==> src/rtl/breath_duty_if.sv <==
// rtl/breath_duty_if.sv - key input and duty/mode status bundle of the breathing duty generator
interface breath_duty_if;
    logic       key_in;
    logic [7:0] duty;
    logic       duty_valid;
    logic       dir;
    logic [1:0] mode;
    logic       key_press;

    modport master (
        input  key_in,
        output duty,
        output duty_valid,
        output dir,
        output mode,
        output key_press
    );

    modport slave (
        output key_in,
        input  duty,
        input  duty_valid,
        input  dir,
        input  mode,
        input  key_press
    );
endinterface

==> src/rtl/breath_duty_gen.sv <==
// rtl/breath_duty_gen.sv - debounced mode key plus triangular duty ramp for the PWM LED driver
module breath_duty_gen #(
    parameter int CNT_DEB   = 1_000_000,
    parameter int STEP_BASE = 50_000,
    parameter int DUTY_MAX  = 255
) (
    input  logic         sys_clk,
    input  logic         sys_rst_n,
    breath_duty_if.master bus
);

    localparam int DW = $clog2(CNT_DEB + 1);
    localparam int SW = $clog2(STEP_BASE * 4 + 1);
    localparam logic [7:0] DMAX = 8'(DUTY_MAX);

    typedef enum logic [1:0] {RISE, FALL, HOLD} ramp_state_t;

    logic          key_s1, key_s2, key_deb, key_deb_q;
    logic [DW-1:0] deb_cnt;
    logic          key_press_r;

    always_ff @(posedge sys_clk or negedge sys_rst_n) begin
        if (!sys_rst_n) begin
            key_s1      <= 1'b1;
            key_s2      <= 1'b1;
            key_deb     <= 1'b1;
            key_deb_q   <= 1'b1;
            deb_cnt     <= '0;
            key_press_r <= 1'b0;
        end else begin
            key_s1      <= bus.key_in;
            key_s2      <= key_s1;
            key_deb_q   <= key_deb;
            key_press_r <= key_deb_q & ~key_deb;
            if (key_s2 == key_deb) begin
                deb_cnt <= '0;
            end else if (deb_cnt == DW'(CNT_DEB - 1)) begin
                key_deb <= key_s2;
                deb_cnt <= '0;
            end else begin
                deb_cnt <= deb_cnt + 1'b1;
            end
        end
    end

    logic [1:0]    mode_r;
    logic [SW-1:0] step_cnt;
    logic [SW-1:0] interval;
    logic          tick;
    logic          step;

    assign interval = SW'(STEP_BASE) << mode_r;
    assign tick     = (mode_r != 2'd3) && (step_cnt == interval - 1'b1);
    // A press restarts the interval, so a coincident tick is dropped.
    assign step     = tick && !key_press_r;

    always_ff @(posedge sys_clk or negedge sys_rst_n) begin
        if (!sys_rst_n) begin
            mode_r   <= 2'd0;
            step_cnt <= '0;
        end else if (key_press_r) begin
            mode_r   <= mode_r + 1'b1;
            step_cnt <= '0;
        end else if (mode_r == 2'd3 || tick) begin
            step_cnt <= '0;
        end else begin
            step_cnt <= step_cnt + 1'b1;
        end
    end

    ramp_state_t state, state_n;
    logic [7:0]  duty_r, duty_n;
    logic        dir_r, dir_n;
    logic        valid_r, valid_n;

    always_ff @(posedge sys_clk or negedge sys_rst_n) begin
        if (!sys_rst_n) begin
            state   <= RISE;
            duty_r  <= 8'd0;
            dir_r   <= 1'b1;
            valid_r <= 1'b0;
        end else begin
            state   <= state_n;
            duty_r  <= duty_n;
            dir_r   <= dir_n;
            valid_r <= valid_n;
        end
    end

    always_comb begin
        state_n = state;
        duty_n  = duty_r;
        dir_n   = dir_r;
        valid_n = 1'b0;
        case (state)
            RISE: begin
                if (mode_r == 2'd3) begin
                    state_n = HOLD;
                end else if (step) begin
                    duty_n  = duty_r + 8'd1;
                    valid_n = 1'b1;
                    if (duty_n == DMAX) begin
                        state_n = FALL;
                        dir_n   = 1'b0;
                    end
                end
            end
            FALL: begin
                if (mode_r == 2'd3) begin
                    state_n = HOLD;
                end else if (step) begin
                    duty_n  = duty_r - 8'd1;
                    valid_n = 1'b1;
                    if (duty_n == 8'd0) begin
                        state_n = RISE;
                        dir_n   = 1'b1;
                    end
                end
            end
            HOLD: begin
                if (mode_r == 2'd0) begin
                    state_n = dir_r ? RISE : FALL;
                end
            end
            default: state_n = RISE;
        endcase
    end

    assign bus.duty       = duty_r;
    assign bus.duty_valid = valid_r;
    assign bus.dir        = dir_r;
    assign bus.mode       = mode_r;
    assign bus.key_press  = key_press_r;

endmodule

==> src/flat_wrapper.sv <==
// flat-port wrapper written by rule: the top's interface ports become plain ports
module breath_duty_gen_flat 
#(
    parameter int CNT_DEB   = 1_000_000,
    parameter int STEP_BASE = 50_000,
    parameter int DUTY_MAX  = 255
)
  (sys_clk, sys_rst_n, bus_key_in, bus_duty, bus_duty_valid, bus_dir, bus_mode, bus_key_press);
  breath_duty_if bus_i ();
  input  logic sys_clk;
  input  logic sys_rst_n;
  input wire logic [$bits(bus_i.key_in)-1:0] bus_key_in;
  output wire logic [$bits(bus_i.duty)-1:0] bus_duty;
  output wire logic [$bits(bus_i.duty_valid)-1:0] bus_duty_valid;
  output wire logic [$bits(bus_i.dir)-1:0] bus_dir;
  output wire logic [$bits(bus_i.mode)-1:0] bus_mode;
  output wire logic [$bits(bus_i.key_press)-1:0] bus_key_press;
  assign bus_i.key_in = bus_key_in;
  assign bus_duty = bus_i.duty;
  assign bus_duty_valid = bus_i.duty_valid;
  assign bus_dir = bus_i.dir;
  assign bus_mode = bus_i.mode;
  assign bus_key_press = bus_i.key_press;
  breath_duty_gen #(.CNT_DEB(CNT_DEB), .STEP_BASE(STEP_BASE), .DUTY_MAX(DUTY_MAX)) u_core (.sys_clk(sys_clk), .sys_rst_n(sys_rst_n), .bus(bus_i));
endmodule
==> config.mk <==
export PLATFORM = sky130hd
export DESIGN_NAME = breath_duty_gen_flat
export DESIGN_NICKNAME = d
export VERILOG_FILES = /design/src/rtl/breath_duty_if.sv /design/src/rtl/breath_duty_gen.sv /design/src/flat_wrapper.sv
export SDC_FILE = /design/constraint.sdc
export NUM_CORES = 1
export LEC_CHECK = 0
export BUFFER_PORTS_ARGS = -buffer_cell sky130_fd_sc_hd__buf_2
export CAP_MARGIN = 10
export CORE_MARGIN = 4
export CORE_UTILIZATION = 61
export CTS_BUF_LIST = sky130_fd_sc_hd__clkbuf_8 sky130_fd_sc_hd__clkbuf_16
export CTS_CLUSTER_DIAMETER = 80
export CTS_CLUSTER_SIZE = 25
export DETAILED_ROUTE_END_ITERATION = 12
export GPL_TIMING_DRIVEN = 0
export PLACE_DENSITY = 0.81
export SLEW_MARGIN = 20
export SYNTH_ARGS = -nofsm -noshare
export SYNTH_HDL_FRONTEND = slang
export SYNTH_SLANG_ARGS = --single-unit
==> constraint.sdc <==
create_clock -name sys_clk -period 2.76 [get_ports sys_clk]
set_input_delay 0.552 -clock sys_clk [delete_from_list [all_inputs] [get_ports sys_clk]]
set_output_delay 0.552 -clock sys_clk [all_outputs]
set_load 0.05 [all_outputs]
==> results of run 1 <==
worst max-delay path by stage:
stage	start	to	depth (start not counted)
2_1_floorplan	u_core.bus.mode[1]$_DFFE_PN0P_	u_core.state[0]$_DFFE_PN0P_	8
3_3_place_gp	u_core.bus.mode[1]$_DFFE_PN0P_	u_core.state[0]$_DFFE_PN0P_	8
3_5_place_dp	u_core.bus.mode[1]$_DFFE_PN0P_	u_core.step_cnt[15]$_DFF_PN0_	10
4_1_cts	u_core.bus.mode[1]$_DFFE_PN0P_	u_core.step_cnt[16]$_DFF_PN0_	10
5_1_grt	u_core.bus.mode[0]$_DFFE_PN0P_	u_core.step_cnt[16]$_DFF_PN0_	10
6_report	u_core.bus.mode[1]$_DFFE_PN0P_	u_core.state[0]$_DFFE_PN0P_	8
cell families (layout without fill, tap and decap cells):
group | Yosys count | count (layout) | synth area share
AO/OA/AOI/OAI | 26 | 26 | 0.0553
XOR/XNOR | 53 | 53 | 0.146
adder cells (fa/ha/maj) | 14 | 14 | 0.0549
buffers and inverters | 21 | 60 | 0.0279
flip-flops | 57 | 57 | 0.449
multiplexers | 3 | 3 | 0.00981
AND/OR/NAND/NOR | 162 | 162 | 0.257
repair_timing:
item | CTS | global route
buffers inserted | 0 | 8
gates resized for setup | 0 | 6
hold endpoints to repair | 0 | 0
setup endpoints to repair | 0 | 17
per-layer routing:
| metal | routed length, um | up-vias | GRT usage |
|---|---|---|---|
| met5 | 0 | - | 0 |
| li1 | - | 1214 | - |
| met3 | 200 | 9 | 0.0572 |
| met2 | 2970 | 32 | 0.337 |
| met1 | 2890 | 1190 | 0.291 |
| met4 | 87 | 0 | 0.0726 |
layout make-up:
type | instances | area (sq um) | share of cell area
Multi-Input combinational cell | 258 | 1670 | 0.458
Clock inverter | 5 | 77.6 | 0.0212
Timing Repair Buffer | 23 | 138 | 0.0377
Sequential cell | 57 | 1440 | 0.393
Clock buffer | 11 | 151 | 0.0414
Inverter | 9 | 33.8 | 0.00925
Buffer | 12 | 57.6 | 0.0158
Tap cell | 70 | 87.6 | 0.0240
sequential cells by signal (all words and copies together) (netlist names), 2 cells and up:
register         flops
u_core.deb_cnt      20
u_core.state         2
u_core.bus.duty      8
u_core.bus.mode      2
u_core.step_cnt     18
metrics by stage:
step / total power, W / std cells
2_1_floorplan: 0.000871 / 336
5_1_grt: 0.00183 / 445
3_3_place_gp: 0.000891 / 421
3_5_place_dp: 0.000893 / 421
6_report: 0.00177 / 445
4_1_cts: 0.00179 / 437
report_power, final:
part | internal, W | switching (W)
clock network | 0.000554 | 0.000343
registers | 0.000842 | 0.00000330
logic | 0.00000610 | 0.0000243
total | 0.00140 | 0.000370
synth_stat cells, drive strengths merged, types with 2 or more instances:
cell type / count
a31oi: 3
nand2b: 2
o211ai: 2
o22ai: 2
nor2b: 4
nor2: 66
a211oi: 2
a211o: 2
o21ai: 4
nand3: 15
or3: 4
ha: 14
buf: 3
mux2i: 2
xor2: 25
and2: 4
nand2: 24
nor4b: 3
and4: 3
nor3: 4
clkbuf: 9
a21oi: 6
dfrtp: 52
nand4: 8
inv: 9
xnor2: 28
dfstp: 5
nor4: 4
and3: 12
nor3b: 3
worst max-delay path: cells and delay by family, from the launching register on:
family / cells / cell delay (ns)
AO/OA/AOI/OAI: 3 / 0.52
XOR/XNOR: 1 / 0.19
adder cells (fa/ha/maj): 1 / 0.21
buffers and inverters: 1 / 0.15
flip-flops: 1 / 0.42
AND/OR/NAND/NOR: 2 / 0.97
==> results by group, run 1 <==
Run status
  – Status: finished clean

Timing
  – Max Slew Vio Count: 0
  – Fmax achieved: 0.389 GHz
  – Setup ws final: 0.192 ns
  – Clock Skews: 0.00905 ns
  – Slew HR: 0.534
  – Clock period minus worst slack: 2.57 ns
  – Final Hold Slack: 0.251 ns
  – Final setup TNS: 0 ns
  – Unrepaired setup endpoints after global routing: no
  – Hold Fails Final Rpt: 0
  – Setup violations, final: 0
  – Worst-Margin Slew: 0.700 ns
  – Tcrit/Tclk final: 0.930

CTS
  – Clock root buffer: clkbuf_8
  – Clk_lat worst skew: 0.34 ns
  – # H-tree levels: 3
  – Clock Tree Buf Depth: 2
  – Hold Buf Count CTS: 0
  – CTS tree: done
  – TritonCTS Buffers: 9
  – Clock Pin Slew Worst Setup and Hold Paths: 0.07 ns
  – Clock sinks: 57

Detailed routing
  – Residual DRC: 0
  – Vias per cell: 5.49
  – Iteration-0 DRC Markers: 188
  – Drt total wl: 6140 um
  – DR vias: 2,445
  – Detail Route Antenna Nets: 0
  – DR WL/cell: 13.8 um
  – Initial DRT Pass Iterations: 4

Synthesis
  – Synthesized Nets: 353
  – Synth top area cells: dfrtp_1 41%, xnor2_1 7.7%, nor2_1 7.2%
  – Post-synthesis cell area: 3190 sq um
  – Distinct cells, synth: 46
  – Post-synth top flop: dfrtp_1
  – EDFF count, synth: 0
  – Top-area cell type share of the netlist area: 0.408
  – Post-synthesis async set-or-reset flop share: 1.00
  – Yosys top cell by area: dfrtp_1
  – Yosys reg bits: 57
  – Avg Cell Area, Syn: 9.49 sq um
  – Syn Inst Count: 336
  – Yosys Warn Count: 0
  – Post-synthesis sequential area ratio: 0.449

Power
  – Leakage: 1.69 nW
  – VDD IR-drop max: 378 uV
  – PD cells: 485 nW/um^2

Critical path
  – Worst path cell trace: buf_4, ha_1, xnor2_1, o2111ai_1, or4_4, a211oi_1, a21oi_1, or3_1
  – R2R Path End: u_core.state[0]$_DFFE_PN0P_
  – Worst reg2reg startpoint: u_core.bus.mode[1]$_DFFE_PN0P_
  – Setup CP Type: flop to flop
  – Peak fanout along the critical path: 4
  – Critical path startpoint category: flop
  – Worst Path Required: 2.98 ns
  – Max incr delay on CP: 0.59 ns
  – CP endpoint kind: flop
  – Worst reg2reg setup slack: 0.19 ns
  – R2R depth: 8
  – Max stage delay cell, worst path: or4_4
  – Worst Path Arrival: 2.79 ns

GRT
  – Antenna violations before repair: 0
  – Global route overflow: 0
  – First-pass GRT wire length: 10,800 um
  – Vias in the first global route: 2,360
  – Largest net degree at the start of global routing: 58
  – Global Route Usage Sum: 0.216

Floorplanning
  – # rows: 26
  – I/O pins: 16
  – Core Region: 5070 sq um
  – Die width: 80.3 um
  – Die area: 6450 sq um
  – Initial cell density of the core: 0.628
  – Die Span Y: 80.3 um

Cells and area
  – Fillers: 397
  – Final core occ: 0.720
  – Area delta synth->final: 14.6%
  – Share of layout cells above drive strength 1: 0.165
  – Most common cell after layout, fill and taps aside: nor2_1
  – Antenna diode count: 0
  – Most frequent cells in the layout: 61 x nor2_1, 50 x dfrtp_1, 28 x xnor2_1
  – Cell area after layout: 3650 sq um
  – Final Net Count: 387

Job
  – Max-cap violations: 0

Placed design
  – GP Congestion: 0.871
  – Post-place setup slack: 0.0718 ns
  – Placed inst area: 3360 sq um
  – Number of buffers added on ports: 15
  – Post-DP HPWL: 4110 um

Min path
  – Hold Path Class: input port to asynchronous set/reset pin
Power figures use the tool's default switching activity.
==> run 2, diff against run 1 <==
ABC_AREA = 1   (was default)
CORE_UTILIZATION = 62   (was 61)
PLACE_DENSITY = 0.82   (was 0.81)
==> run 2 against run 1 <==
  * Clock skew is 0.0055 ns higher
  * Sequential power hardly changed
  * Combinational power is essentially flat
  * Critical path depth is 6 higher
  * Clock power decreased by 12%
  * Worst hold slack improved by 0.0013 ns
  * Register-to-register slack better by 0.17 ns
  * Via count grew 33%
  * Cell count rose by 35%
  * First-iteration DRC count decreased by 0.53%
  * Utilization decreased by 2.1 points
  * Largest power group is now sequential cells
==> results by group, run 2 <==
Synthesis
  – Post-synthesis async set-or-reset flop share: 1.00 (unchanged)
  – Post-synth top flop: dfrtp_1 (unchanged)
  – Commonest cells post-synth: 114 x nand2_1, 66 x nor2_1, 60 x inv_1 (was 61 x nor2_1, 52 x dfrtp_1, 28 x xnor2_1)
  – Yosys top cell by area: dfrtp_1 (unchanged)
  – Post-synthesis cell area: 3740 sq um (was 3190 sq um)
  – Syn Inst Count: 495 (was 336)
  – Synthesized Nets: 512 (was 353)
  – Most instantiated library cell after synthesis: nand2_1 (was nor2_1)
  – Avg Cell Area, Syn: 7.57 sq um (was 9.49 sq um)
  – Distinct cells, synth: 41 (was 46)
  – EDFF count, synth: 0 (unchanged)
  – Post-synthesis sequential area ratio: 0.383 (was 0.449)
  – Yosys Warn Count: 0 (unchanged)
  – Top-area cell type share of the netlist area: 0.347 (was 0.408)
  – Synth top area cells: dfrtp_1 35%, nand2_1 11%, nor2_1 6.6% (was dfrtp_1 41%, xnor2_1 7.7%, nor2_1 7.2%)
  – Yosys reg bits: 57 (unchanged)

Critical path
  – Setup CP Type: flop to flop (unchanged)
  – Peak fanout along the critical path: 10 (was 4)
  – Worst reg2reg setup slack: 0.36 ns (was 0.19 ns)
  – Worst path cell trace: inv_2, ha_1, buf_6, inv_6, nand3_2, nor2_2, nand2_1, nand2_1, nand2_1, nor3_2, nand3_2, a21oi_2, o21ai_1, o21ai_2 (was buf_4, ha_1, xnor2_1, o2111ai_1, or4_4, a211oi_1, a21oi_1, or3_1)
  – CP endpoint kind: flop (unchanged)
  – CP dominant cell by count: nand2_1
  – Worst Path Required: 3.03 ns (was 2.98 ns)
  – Worst Path Arrival: 2.67 ns (was 2.79 ns)
  – Max stage delay cell, worst path: dfrtp_2 (was or4_4)
  – Critical path startpoint category: flop (unchanged)
  – Max incr delay on CP: 0.49 ns (was 0.59 ns)

Power
  – PD cells: 405 nW/um^2 (was 485 nW/um^2)
  – VDD IR-drop max: 483 uV (was 378 uV)
  – Overall power: 0.00167 W (was 0.00177 W)
  – Leakage: 1.98 nW (was 1.69 nW)

Timing
  – Clock Skews: 0.0145 ns (was 0.00905 ns)
  – Setup violations, final: 0 (unchanged)
  – Worst-Margin Slew: 0.703 ns (was 0.700 ns)
  – Clock period minus worst slack: 2.40 ns (was 2.57 ns)
  – Unrepaired setup endpoints after global routing: no (unchanged)
  – Final setup TNS: 0 ns (unchanged)
  – Tcrit/Tclk final: 0.869 (was 0.930)
  – Hold Fails Final Rpt: 0 (unchanged)
  – Slew HR: 0.531 (was 0.534)
  – Max Slew Vio Count: 0 (unchanged)
  – Fmax achieved: 0.417 GHz (was 0.389 GHz)

Cells and area
  – Most common cell after layout, fill and taps aside: nand2_1 (was nor2_1)
  – Share of layout cells above drive strength 1: 0.196 (was 0.165)
  – Fillers: 474 (was 397)
  – Most frequent cells in the layout: 114 x nand2_1, 66 x nor2_1, 61 x inv_1 (was 61 x nor2_1, 50 x dfrtp_1, 28 x xnor2_1)
  – Top reg by flops: u_core.deb_cnt (unchanged)
  – Max FFs per register: 20 (unchanged)
  – Antenna diode count: 0 (unchanged)
  – Area delta synth->final: 9.92% (was 14.6%)
  – Post-Layout Cell Count: 601 (was 445)
  – Final Net Count: 538 (was 387)
  – Final core occ: 0.699 (was 0.720)

CTS
  – Clock sinks: 57 (unchanged)
  – Clk_lat worst skew: 0.34 ns (about the same)
  – # H-tree levels: 3 (unchanged)
  – CTS tree: done (unchanged)
  – Hold Buf Count CTS: 0 (unchanged)
  – Clock Tree Buf Depth: 2 (unchanged)
  – Clock Pin Slew Worst Setup and Hold Paths: 0.08 ns (was 0.07 ns)
  – Clock root buffer: clkbuf_8 (unchanged)
  – TritonCTS Buffers: 9 (unchanged)

Floorplanning
  – Die Span Y: 85.7 um (was 80.3 um)
  – I/O pins: 16 (unchanged)
  – Die area: 7350 sq um (was 6450 sq um)
  – Initial cell density of the core: 0.636 (was 0.628)
  – Core Region: 5890 sq um (was 5070 sq um)
  – # rows: 28 (was 26)
  – Die width: 85.7 um (was 80.3 um)

Placed design
  – Placed cells: 585 (was 421)
  – GP Congestion: 0.918 (was 0.871)
  – Number of buffers added on ports: 15 (unchanged)
  – Post-DP HPWL: 5720 um (was 4110 um)

Detailed routing
  – DR WL/cell: 13.1 um (was 13.8 um)
  – Vias per cell: 5.42 (was 5.49)
  – Detail Route Antenna Nets: 0 (unchanged)
  – Residual DRC: 0 (unchanged)
  – Initial DRT Pass Iterations: 4 (unchanged)
  – Iteration-0 DRC Markers: 187 (was 188)
  – Drt total wl: 7870 um (was 6140 um)
  – DR vias: 3,259 (was 2,445)

Min path
  – Hold Path Class: input port to asynchronous set/reset pin (unchanged)

GRT
  – First-pass GRT wire length: 13,800 um (was 10,800 um)
  – Global Route Usage Sum: 0.235 (was 0.216)
  – Vias in the first global route: 3,174 (was 2,360)
  – Global route overflow: 0 (unchanged)
  – Antenna violations before repair: 0 (unchanged)
  – Largest net degree at the start of global routing: 58 (unchanged)

Run status
  – Status: finished clean (unchanged)

Job
  – Max-cap violations: 0 (unchanged)
run 2: cells by family after synthesis:
group / count (synthesis) / synth area share
buffers and inverters: 81 / 0.0912
and+or+nand+nor: 280 / 0.362
xor gates and xnor gates: 22 / 0.0515
adders and majority gates: 14 / 0.0468
muxes: 1 / 0.00301
DFF: 57 / 0.383
AOI/OAI and AO/OA: 40 / 0.0635
run 2: worst paths after layout:
path / startpoint / endpoint / cells past startpoint
setup / recovery: u_core.bus.mode[1]$_DFFE_PN0P_ / u_core.bus.duty[6]$_DFFE_PN0P_ / 14
hold / removal: sys_rst_n / u_core.bus.duty_valid$_DFF_PN0_ / 1
setup reg to reg: u_core.bus.mode[1]$_DFFE_PN0P_ / u_core.bus.duty[6]$_DFFE_PN0P_ / 14
hold reg to reg: u_core.key_s1$_DFF_PN1_ / u_core.key_s2$_DFF_PN1_ / 0
max in group asynchronous: sys_rst_n / u_core.bus.mode[1]$_DFFE_PN0P_ / 1
min in group sys_clk: bus_key_in / u_core.key_s1$_DFF_PN1_ / 1
run 2: through the flow:
| stage | hold WS, ns | cell area [sq um] | setup WS, ns |
|---|---|---|---|
| after global placement | 0.347 | 3910 | 0.295 |
| after detailed placement | 0.350 | 3920 | 0.248 |
| after floorplan | 0.256 | 3740 | 0.296 |
| final | 0.252 | 4120 | 0.361 |
| after global routing | 0.291 | 4120 | 0.126 |
| after CTS | 0.278 | 4110 | 0.237 |
run 2: final cells by class:
class | instances | area (sq um) | share of cell area
timing repair buffer | 15 | 77.6 | 0.0188
sequential | 57 | 1440 | 0.349
inverter | 73 | 284 | 0.0690
buffer | 8 | 57.6 | 0.0140
clock inverter | 6 | 60.1 | 0.0146
multi-input combinational | 357 | 1970 | 0.479
clock buffer | 10 | 138 | 0.0334
tap | 75 | 93.8 | 0.0228
run 2: metal layers:
| layer | track usage | part of all wire | up-vias |
|---|---|---|---|
| met2 | 0.395 | 0.48 | 70 |
| met4 | 0.121 | 0.019 | 0 |
| li1 | - | - | 1635 |
| met1 | 0.289 | 0.46 | 1535 |
| met5 | 0 | 0 | - |
| met3 | 0.0442 | 0.046 | 19 |
run 2: worst max-delay path, delay by kind of cell, from the launching register on:
kind                       cells  cell delay [ns]
DFF                            1             0.49
and+or+nand+nor                7             0.89
buffers and inverters          3             0.37
AOI/OAI and AO/OA              3             0.31
adders and majority gates      1             0.26
run 2: power breakdown:
group | leakage, nW | total (W) | internal, W | switching (W)
logic | 1.12 | 0.0000306 | 0.00000624 | 0.0000243
clock network | 0.103 | 0.000791 | 0.000436 | 0.000355
registers | 0.758 | 0.000845 | 0.000842 | 0.00000330
total | 1.98 | 0.00167 | 0.00128 | 0.000383
run 2: timing repair:
| action | 4_1_cts | 5_1_grt |
|---|---|---|
| setup endpoints to repair | 0 | 1 |
| resized for setup | 0 | 2 |
| endpoints found under the hold margin | 0 | 0 |
| setup buffers | 0 | 0 |
